### config.mk
export PLATFORM = sky130hd
export DESIGN_NAME = rect_fill_plotter
export DESIGN_NICKNAME = d
export VERILOG_FILES = /design/src/rtl/vga_pkg.sv /design/src/rtl/xy_scan_counter.sv /design/src/rtl/rect_fill_plotter.sv
export SDC_FILE = /design/constraint.sdc
export NUM_CORES = 1
export LEC_CHECK = 0
export ABC_AREA = 1
export CAP_MARGIN = 20
export CORE_MARGIN = 2
export CORE_UTILIZATION = 35
export DETAILED_ROUTE_END_ITERATION = 6
export PLACE_DENSITY_LB_ADDON = 0.25
export SLEW_MARGIN = 30
export SYNTH_ARGS = -nofsm -noshare
export SYNTH_HDL_FRONTEND = slang
export SYNTH_SLANG_ARGS = --single-unit
### constraint.sdc
create_clock -name clock -period 2.5 [get_ports clock]
set_input_delay 0.25 -clock clock [delete_from_list [all_inputs] [get_ports clock]]
set_output_delay 0.25 -clock clock [all_outputs]
set_load 0.05 [all_outputs]
### src/rtl/vga_pkg.sv
// rtl/vga_pkg.sv - shared frame-buffer geometry and plotter FSM state encoding
package vga_pkg;
    localparam int SCREEN_W = 160;
    localparam int SCREEN_H = 120;
    localparam int X_W      = 8;
    localparam int Y_W      = 7;
    localparam int COLOUR_W = 3;

    typedef enum logic [1:0] {
        ST_IDLE,
        ST_LOAD,
        ST_DRAW,
        ST_DONE
    } state_t;
endpackage

### src/rtl/xy_scan_counter.sv
// rtl/xy_scan_counter.sv - raster x/y counter over a latched origin/extent window
module xy_scan_counter
    import vga_pkg::*;
(
    input  logic           clock,
    input  logic           resetn,
    input  logic           load,
    input  logic           enable,
    input  logic [X_W-1:0] x_org,
    input  logic [Y_W-1:0] y_org,
    input  logic [X_W-1:0] x_end,
    input  logic [Y_W-1:0] y_end,
    output logic [X_W-1:0] x,
    output logic [Y_W-1:0] y,
    output logic           last
);
    logic [X_W-1:0] x_q, x_d, x_org_q, x_end_q;
    logic [Y_W-1:0] y_q, y_d, y_org_q, y_end_q;

    always_ff @(posedge clock or negedge resetn) begin
        if (!resetn) begin
            x_q     <= '0;
            y_q     <= '0;
            x_org_q <= '0;
            y_org_q <= '0;
            x_end_q <= '0;
            y_end_q <= '0;
        end else begin
            x_q <= x_d;
            y_q <= y_d;
            if (load) begin
                x_org_q <= x_org;
                y_org_q <= y_org;
                x_end_q <= x_end;
                y_end_q <= y_end;
            end
        end
    end

    // The latched origin is kept so each row wraps back to the left edge of the box.
    always_comb begin
        x_d = x_q;
        y_d = y_q;
        if (load) begin
            x_d = x_org;
            y_d = y_org;
        end else if (enable) begin
            if (x_q == x_end_q) begin
                x_d = x_org_q;
                y_d = (y_q == y_end_q) ? y_org_q : y_q + 1'b1;
            end else begin
                x_d = x_q + 1'b1;
            end
        end
    end

    assign x    = x_q;
    assign y    = y_q;
    assign last = (x_q == x_end_q) && (y_q == y_end_q);
endmodule

### src/rtl/rect_fill_plotter.sv
// rtl/rect_fill_plotter.sv - clipped rectangle / full-screen fill pixel generator
module rect_fill_plotter #(
    parameter int SCREEN_W = vga_pkg::SCREEN_W,
    parameter int SCREEN_H = vga_pkg::SCREEN_H,
    parameter int COLOUR_W = vga_pkg::COLOUR_W
) (
    input  logic                        clock,
    input  logic                        resetn,
    input  logic                        start,
    input  logic                        clear,
    input  logic [vga_pkg::X_W-1:0]     x0,
    input  logic [vga_pkg::Y_W-1:0]     y0,
    input  logic [vga_pkg::X_W-1:0]     w,
    input  logic [vga_pkg::Y_W-1:0]     h,
    input  logic [COLOUR_W-1:0]         colour_in,
    output logic [vga_pkg::X_W-1:0]     x,
    output logic [vga_pkg::Y_W-1:0]     y,
    output logic [COLOUR_W-1:0]         colour,
    output logic                        plot,
    output logic                        busy,
    output logic                        done
);
    localparam int XW = vga_pkg::X_W;
    localparam int YW = vga_pkg::Y_W;
    localparam logic [XW:0]   SW_LIM = (XW+1)'(SCREEN_W);
    localparam logic [YW:0]   SH_LIM = (YW+1)'(SCREEN_H);
    localparam logic [XW-1:0] X_MAX  = XW'(SCREEN_W - 1);
    localparam logic [YW-1:0] Y_MAX  = YW'(SCREEN_H - 1);

    vga_pkg::state_t state_q, state_d;

    logic                clear_q;
    logic [COLOUR_W-1:0] colour_q;
    logic [XW:0]         x_sum;
    logic [YW:0]         y_sum;
    logic [XW-1:0]       org_x, end_x, cnt_x, x_q;
    logic [YW-1:0]       org_y, end_y, cnt_y, y_q;
    logic                degenerate;
    logic                cnt_load, cnt_en, cnt_last;
    logic [COLOUR_W-1:0] colour_out_q;
    logic                plot_q, busy_q, done_q;

    // Sums are one bit wider than the coordinates so the clip compare never sees a wrap.
    always_comb begin
        x_sum = {1'b0, x0} + {1'b0, w};
        y_sum = {1'b0, y0} + {1'b0, h};
        if (clear_q) begin
            org_x = '0;
            org_y = '0;
            end_x = X_MAX;
            end_y = Y_MAX;
        end else begin
            org_x = x0;
            org_y = y0;
            end_x = (x_sum > SW_LIM) ? X_MAX : x_sum[XW-1:0] - 1'b1;
            end_y = (y_sum > SH_LIM) ? Y_MAX : y_sum[YW-1:0] - 1'b1;
        end
        degenerate = !clear_q && ((w == '0) || (h == '0) ||
                     ({1'b0, x0} >= SW_LIM) || ({1'b0, y0} >= SH_LIM));
    end

    always_comb begin
        state_d  = state_q;
        cnt_load = 1'b0;
        cnt_en   = 1'b0;
        case (state_q)
            vga_pkg::ST_IDLE: if (start) state_d = vga_pkg::ST_LOAD;
            vga_pkg::ST_LOAD: begin
                cnt_load = 1'b1;
                state_d  = degenerate ? vga_pkg::ST_DONE : vga_pkg::ST_DRAW;
            end
            vga_pkg::ST_DRAW: begin
                cnt_en = 1'b1;
                if (cnt_last) state_d = vga_pkg::ST_DONE;
            end
            vga_pkg::ST_DONE: state_d = vga_pkg::ST_IDLE;
            default:          state_d = vga_pkg::ST_IDLE;
        endcase
    end

    always_ff @(posedge clock or negedge resetn) begin
        if (!resetn) begin
            state_q      <= vga_pkg::ST_IDLE;
            clear_q      <= 1'b0;
            colour_q     <= '0;
            x_q          <= '0;
            y_q          <= '0;
            colour_out_q <= '0;
            plot_q       <= 1'b0;
            busy_q       <= 1'b0;
            done_q       <= 1'b0;
        end else begin
            state_q <= state_d;
            if (state_q == vga_pkg::ST_IDLE && start) clear_q  <= clear;
            if (state_q == vga_pkg::ST_LOAD)          colour_q <= colour_in;
            // Pixel, colour and strobe leave through one register stage together.
            if (state_q == vga_pkg::ST_DRAW) begin
                x_q          <= cnt_x;
                y_q          <= cnt_y;
                colour_out_q <= colour_q;
            end
            plot_q <= (state_q == vga_pkg::ST_DRAW);
            busy_q <= (state_d == vga_pkg::ST_LOAD) || (state_d == vga_pkg::ST_DRAW);
            done_q <= (state_q == vga_pkg::ST_DONE);
        end
    end

    xy_scan_counter u_scan (
        .clock  (clock),
        .resetn (resetn),
        .load   (cnt_load),
        .enable (cnt_en),
        .x_org  (org_x),
        .y_org  (org_y),
        .x_end  (end_x),
        .y_end  (end_y),
        .x      (cnt_x),
        .y      (cnt_y),
        .last   (cnt_last)
    );

    assign x      = x_q;
    assign y      = y_q;
    assign colour = colour_out_q;
    assign plot   = plot_q;
    assign busy   = busy_q;
    assign done   = done_q;
endmodule

After elaboration in Yosys (flattened, before gate mapping)
Index checks and enable logic that the tools add are counted.
{"block": "op_classes", "mul": 0, "magnitude_cmp": 4, "n_addsub": 6, "shifts": 0, "n_bitwise": 0, "n_reduce_logical": 14, "n_div": 0, "n_mux": 19, "eq_ne": 7}
{"cell": "$mux W7", "count": 7}
{"cell": "$mux W8", "count": 6}
{"cell": "$add A8 B8 Y9", "count": 1}
{"cell": "$gt A9 B8 Y1 const B", "count": 1}
{"cell": "$add A7 B7 Y8", "count": 1}
{"cell": "$add A8 B1 Y8 const B", "count": 1}
{"cell": "$eq A8 B8 Y1", "count": 1}
{"cell": "$ge A8 B8 Y1 const B", "count": 1}
{"cell": "$gt A8 B7 Y1 const B", "count": 1}
{"cell": "$logic_not A8 Y1", "count": 1}
{"cell": "$pmux W2 S4", "count": 1}
{"cell": "$sub A8 B1 Y8 const B", "count": 1}
{"cell": "$add A7 B1 Y7 const B", "count": 1}
{"cell": "$eq A7 B7 Y1", "count": 1}
{"cell": "$ge A7 B7 Y1 const B", "count": 1}
{"cell": "$logic_not A7 Y1", "count": 1}
{"cell": "$sub A7 B1 Y7 const B", "count": 1}
{"cell": "$eq A2 B2 Y1 const B", "count": 3}
{"cell": "$eq A2 B1 Y1 const B", "count": 2}
{"cell": "$logic_or A1 B1 Y1", "count": 4}
{"cell": "$mux W2", "count": 2}
{"cell": "$reduce_bool A2 Y1", "count": 2}
{"cell": "$logic_and A1 B1 Y1", "count": 3}
{"cell": "$mux W1", "count": 3}
{"cell": "3 further kinds", "count": 3}
{"block": "totals", "mem_bits_ro": 0, "ram_bits": 0, "latchBits": 0, "inputBits": 37, "word_cells": 65, "out_inout_bits": 21, "register_bits": 72, "mem_count": 0}

Logic depth before layout (Yosys ltp)
{"block": "depth", "ltp_word": 9, "mapped_depth": 16, "depth_no_buf": 16}

Hierarchy
Synthesis repeated with hierarchy kept, for this count alone.
{"block": "unflattened", "cells_unflattened": 679, "area_unflattened_um2": 4922.2}
{"module": "xy_scan_counter", "area_per_inst_um2": 2514.9, "seq_area_each_um2": 1126.1, "cells_each": 339, "n_inst": 1}
{"module": "rect_fill_plotter", "area_per_inst_um2": 2407.3, "seq_area_each_um2": 675.6, "cells_each": 340, "n_inst": 1}

Worst setup path before layout
OpenSTA, ideal clock, no wires.
{"block": "synth_path", "kind": "input port to flip-flop", "from": "in y0[0] (netlist bit)", "to": "reg u_scan.y_end_q[6]", "path_buffers": 0, "required_time_ps": 2383, "stages": 13, "path_slack_ps": 615, "arrival_time_ps": 1767, "setup_ps": 117, "path_cell_list": "ha_1 fa_1 inv_1 ha_1 inv_1 nor2_1 nand3_1 nor2_1 nand2_1 nand2_1 nand3_1 nor2_1 nor2_1"}
{"block": "synth_between", "elab_chain_cells": 4, "elab_cells_between_ends": 5, "cone_classes": "add/sub (2); order compare (1); mux (2)"}
{"element": "start: declaration", "line": "rect_fill_plotter.sv:12", "text": "input logic [vga_pkg::Y_W-1:0] y0,"}
{"element": "$add A7 B7 Y8 *", "line": "rect_fill_plotter.sv:46", "text": "y_sum = {1'b0, y0} + {1'b0, h};"}
{"element": "$sub A7 B1 Y7 / $gt A8 B7 Y1 (equally long branches)", "line": "rect_fill_plotter.sv:56", "text": "end_y = (y_sum > SH_LIM) ? Y_MAX : y_sum[YW-1:0] - 1'b1;"}
{"element": "$mux W7 *", "line": "rect_fill_plotter.sv:56"}
{"element": "$mux W7 *", "line": "rect_fill_plotter.sv:47", "text": "if (clear_q) begin"}
{"element": "end signal: assignment", "line": "xy_scan_counter.sv:35", "text": "y_end_q <= y_end;"}
{"element": "end: declaration", "line": "xy_scan_counter.sv:18", "text": "logic [Y_W-1:0] y_q, y_d, y_org_q, y_end_q;"}
Mark *: on every way between the ends. The rest lies on a longest branch, timed or not.
A chain may end at the register's enable or synchronous reset.

Worst setup path in the final report
Same ends and word-level chain as after synthesis.

==> flow_metrics.py <==
metrics = {
    "logic_synthesis": {
        "synth_top_area_share_pct": 38.7,
        "ys_types": 38,
        "netlist_top_cells_area": "dfrtp_1 39%, nand2_1 11%, ha_1 7.0%",
        "synth_warnings": 0,
        "ys_seq_elements": 72,
        "yosysSeqAreaShare_pct": 38.7,
        "yosys.area.top_type": "dfrtp_1",
        "syn_nets": 668,
        "syn_avg_cell_area_um2": 7.73,
        "netlist_area_um2": 4660,
        "syn_inst": 603,
    },
    "setup_path": {
        "crit_start": "y0[0]",
        "crit_chain": "clkdlybuf4s50_1 > ha_1 > fa_1 > inv_1 > ha_1 > inv_1 > nor2_1 > nand3_1 > nor2_1 > nand2_1 > nand2_1 > nand3_1 > nor2_1 > nor2_1",
        "critPathKind": "primary input to register",
        "cp_slowest_stage_delay_ps": 470,
        "critical_path_arrival_ps": 2470,
        "reg2reg_from": "u_scan.x[4]",
        "startpoint_type": "primary input",
        "r2r-end": "u_scan.y[1]",
        "required_ps": 2730,
        "path_buf_inv": 3,
        "worst_path_dominant_cell_family": "adder cells",
        "crit_path_frequent_cell": "nor2_1",
        "r2r_cells": 9,
        "crit_path_max_fanout": 3,
        "endpoint": "u_scan.y_end_q[6]",
        "worstSetupPathDepth": 14,
        "slowest_stage": "fa_1",
        "end_kind": "register",
        "reg2reg_slack_ps": 630,
    },
    "hold_path": {
        "hp-class": "register to register",
    },
    "place": {
        "pre_cts_ws_ps": -102,
        "hpwlAfterDp_um": 8290,
        "routabilityCongestion": 0.823,
        "port_buffers": 57,
        "placed_cell_area_um2": 5440,
    },
    "power_and_ir_drop": {
        "p_int_mw": 3.93,
        "p_leak_nw": 2.72,
        "power_density_nw_per_um2": 1200,
        "p_comb_share_pct": 49.1,
        "p_sw_share_pct": 43.1,
        "p_sw_mw": 2.98,
        "vdd_drop_max_mv": 0.493,
        "total_power_mw": 6.91,
        "clkPwrFrac_pct": 20.0,
        "power.share.sequential_pct": 30.9,
    },
    "run_status": {
        "outcome": "finished, final reports clean",
    },
    "job": {
        "maxCapViolations": 0,
    },
    "final_layout": {
        "antenna_cells": 0,
        "layout_common_cells": "139 x nand2_1, 84 x inv_1, 72 x dfrtp_1, 61 x nor2_1, 56 x clkdlybuf4s50_1",
        "layout-drive-gt1-share_pct": 8.07,
        "syn2layout_area_growth_pct": 23.8,
        "final_area_um2": 5770,
        "nNetsFinal": 729,
        "layout_commonest_cell": "nand2_1",
    },
    "sta": {
        "slew_headroom_pct": 51.8,
        "max_clock_freq_ghz": 0.446,
        "worstMarginPinSlew_ps": 722,
        "rsz0062_at_grt": "no",
        "slew_viol_final": 0,
        "fin_crit_sh_pct": 89.7,
        "finalSetupViolations": 0,
        "hold_violations": 0,
        "setup_slack_ps": 256,
        "fin_crit_ps": 2240,
        "clock_skew_ps": 6.42,
    },
    "detailed_routing": {
        "drt_first_pass_iters": 5,
        "vias": 4016,
        "wire_per_inst_um": 12.9,
        "initialDrtViolationCount": 207,
        "routed_wl_um": 10900,
        "drc": 0,
        "ant_nets": 0,
        "via_per_inst": 4.75,
    },
    "clock_tree": {
        "cts_buffers": 9,
        "ctsHoldBuffers": 1,
        "clkLatencyLatePin_ps": 340,
        "ctsHtreeMaxLevel": 3,
        "cts_max_path_buffers": 2,
        "clk_pin_slew_ps": 60,
        "cts_resized": 0,
        "postCtsSetupBuffers": 0,
        "cts_sinks": 72,
        "cts_tree": "done",
        "clock-root-buffer": "clkbuf_16",
    },
    "floorplan": {
        "row_count": 42,
        "fp.dieW_um": 119,
        "initial_utilization_pct": 35.5,
        "fp.coreArea_um2": 13100,
        "die_y_um": 119,
        "dieArea_um2": 14300,
        "io_pins": 58,
    },
    "global_routing": {
        "grt.total_usage_pct": 16.1,
        "grt_pass1_wl_um": 18400,
        "gr-total-overflow": 0,
        "grt_max_degree": 42,
        "antenna_found_initial": 0,
        "grt_pass1_vias": 3939,
    },
}
-- cells by family (layout without fill, tap and decap cells) --
group | count (synthesis) | after routing | synth area share (%)
multiplexers | 14 | 14 | 3.38
AND/OR/NAND/NOR | 268 | 268 | 25.0
flip-flops | 72 | 72 | 38.7
adder cells (fa/ha/maj) | 28 | 28 | 7.84
buffers and inverters | 103 | 169 | 8.94
XOR/XNOR | 29 | 29 | 5.45
AO/OA/AOI/OAI | 89 | 89 | 10.8
-- flip-flops by register name, indices dropped and copies added, names as in the netlist --
name / cells
u_scan.x: 8
u_scan.x_end_q: 8
u_scan.x_org_q: 8
x: 8
u_scan.y: 7
u_scan.y_end_q: 7
u_scan.y_org_q: 7
y: 7
colour: 3
colour_q: 3
state_q: 2
busy: 1
clear_q: 1
done: 1
plot: 1
-- worst register-to-register path, delay by kind of cell, from the launching register on --
family,cells,cell delay (ps)
AND/OR/NAND/NOR,7,980
flip-flops,1,470
XOR/XNOR,1,190
buffers and inverters,1,110
-- how the worst min path moves through the flow --
| stage | from | to | slack, ps | depth (start not counted) |
|---|---|---|---|---|
| final | colour_q[0] | colour_q[0] | 470 | 2 |
| after global routing | colour_q[0] | colour_q[0] | 470 | 2 |
| after CTS | colour_in[2] | colour_q[2] | 460 | 3 |
| after detailed placement | resetn | u_scan.y_end_q[2] | 350 | 1 |
| after global placement | resetn | u_scan.y_end_q[2] | 350 | 1 |
| after floorplan | resetn | busy | -50 | 0 |
-- layer usage --
| layer | vias to the layer above | share of wire (%) | track usage, % |
|---|---|---|---|
| met5 | - | 0 | 0 |
| met4 | 0 | 1.8 | 6.18 |
| met3 | 12 | 4.3 | 2.63 |
| met2 | 72 | 43 | 25.1 |
| met1 | 1871 | 51 | 22.6 |
| li1 | 2061 | - | - |
-- power groups by stage --
stage	Sequential (mW)	Combinational (mW)	Clock (mW)
final	2.13	3.39	1.38
after global routing	2.21	3.78	1.47
after CTS	2.14	3.42	1.41
after detailed placement	2.15	3.40	0
after global placement	2.14	3.33	0
after floorplan	2.60	1.99	0
-- final cells by class --
class | instances | area [um^2]
Inverter | 84 | 315
Clock inverter | 6 | 82.6
Sequential cell | 72 | 1800
Timing Repair Buffer | 69 | 671
Fill cell | 1360 | 7370
Tap cell | 176 | 220
Clock buffer | 10 | 239
Multi-Input combinational cell | 428 | 2440
-- synth_stat cells --
library cell	number
a21o_1	1
a21oi_1	32
a21oi_2	1
a22oi_1	2
a31oi_1	5
a41oi_1	1
and2_2	1
buf_1	3
buf_2	2
buf_4	3
buf_6	2
clkbuf_1	8
clkbuf_2	1
dfrtp_1	72
fa_1	2
ha_1	26
inv_1	84
mux2_2	14
nand2_1	139
nand2_2	2
nand3_1	36
nand3_2	1
nand3b_1	4
nand4_1	11
nor2_1	61
nor2_2	3
nor2_4	3
nor2_8	1
nor3_1	5
o211ai_1	2
o21ai_0	28
o21ai_1	1
o21bai_1	7
o22ai_1	8
o31ai_1	1
or2_1	1
xnor2_1	11
xor2_1	18
-- through the flow --
stage                     TNS (ps)  utilization, %  std cells  hold slack (ps)
after global placement       -39.6            41.4        828              350
after detailed placement      -102            41.4        828              351
after CTS                        0            43.9        845              457
after floorplan                  0               -        603            -45.6
after global routing             0            43.9        845              473
final                            0            43.9        845              465
(Power assumes the default switching activity.)
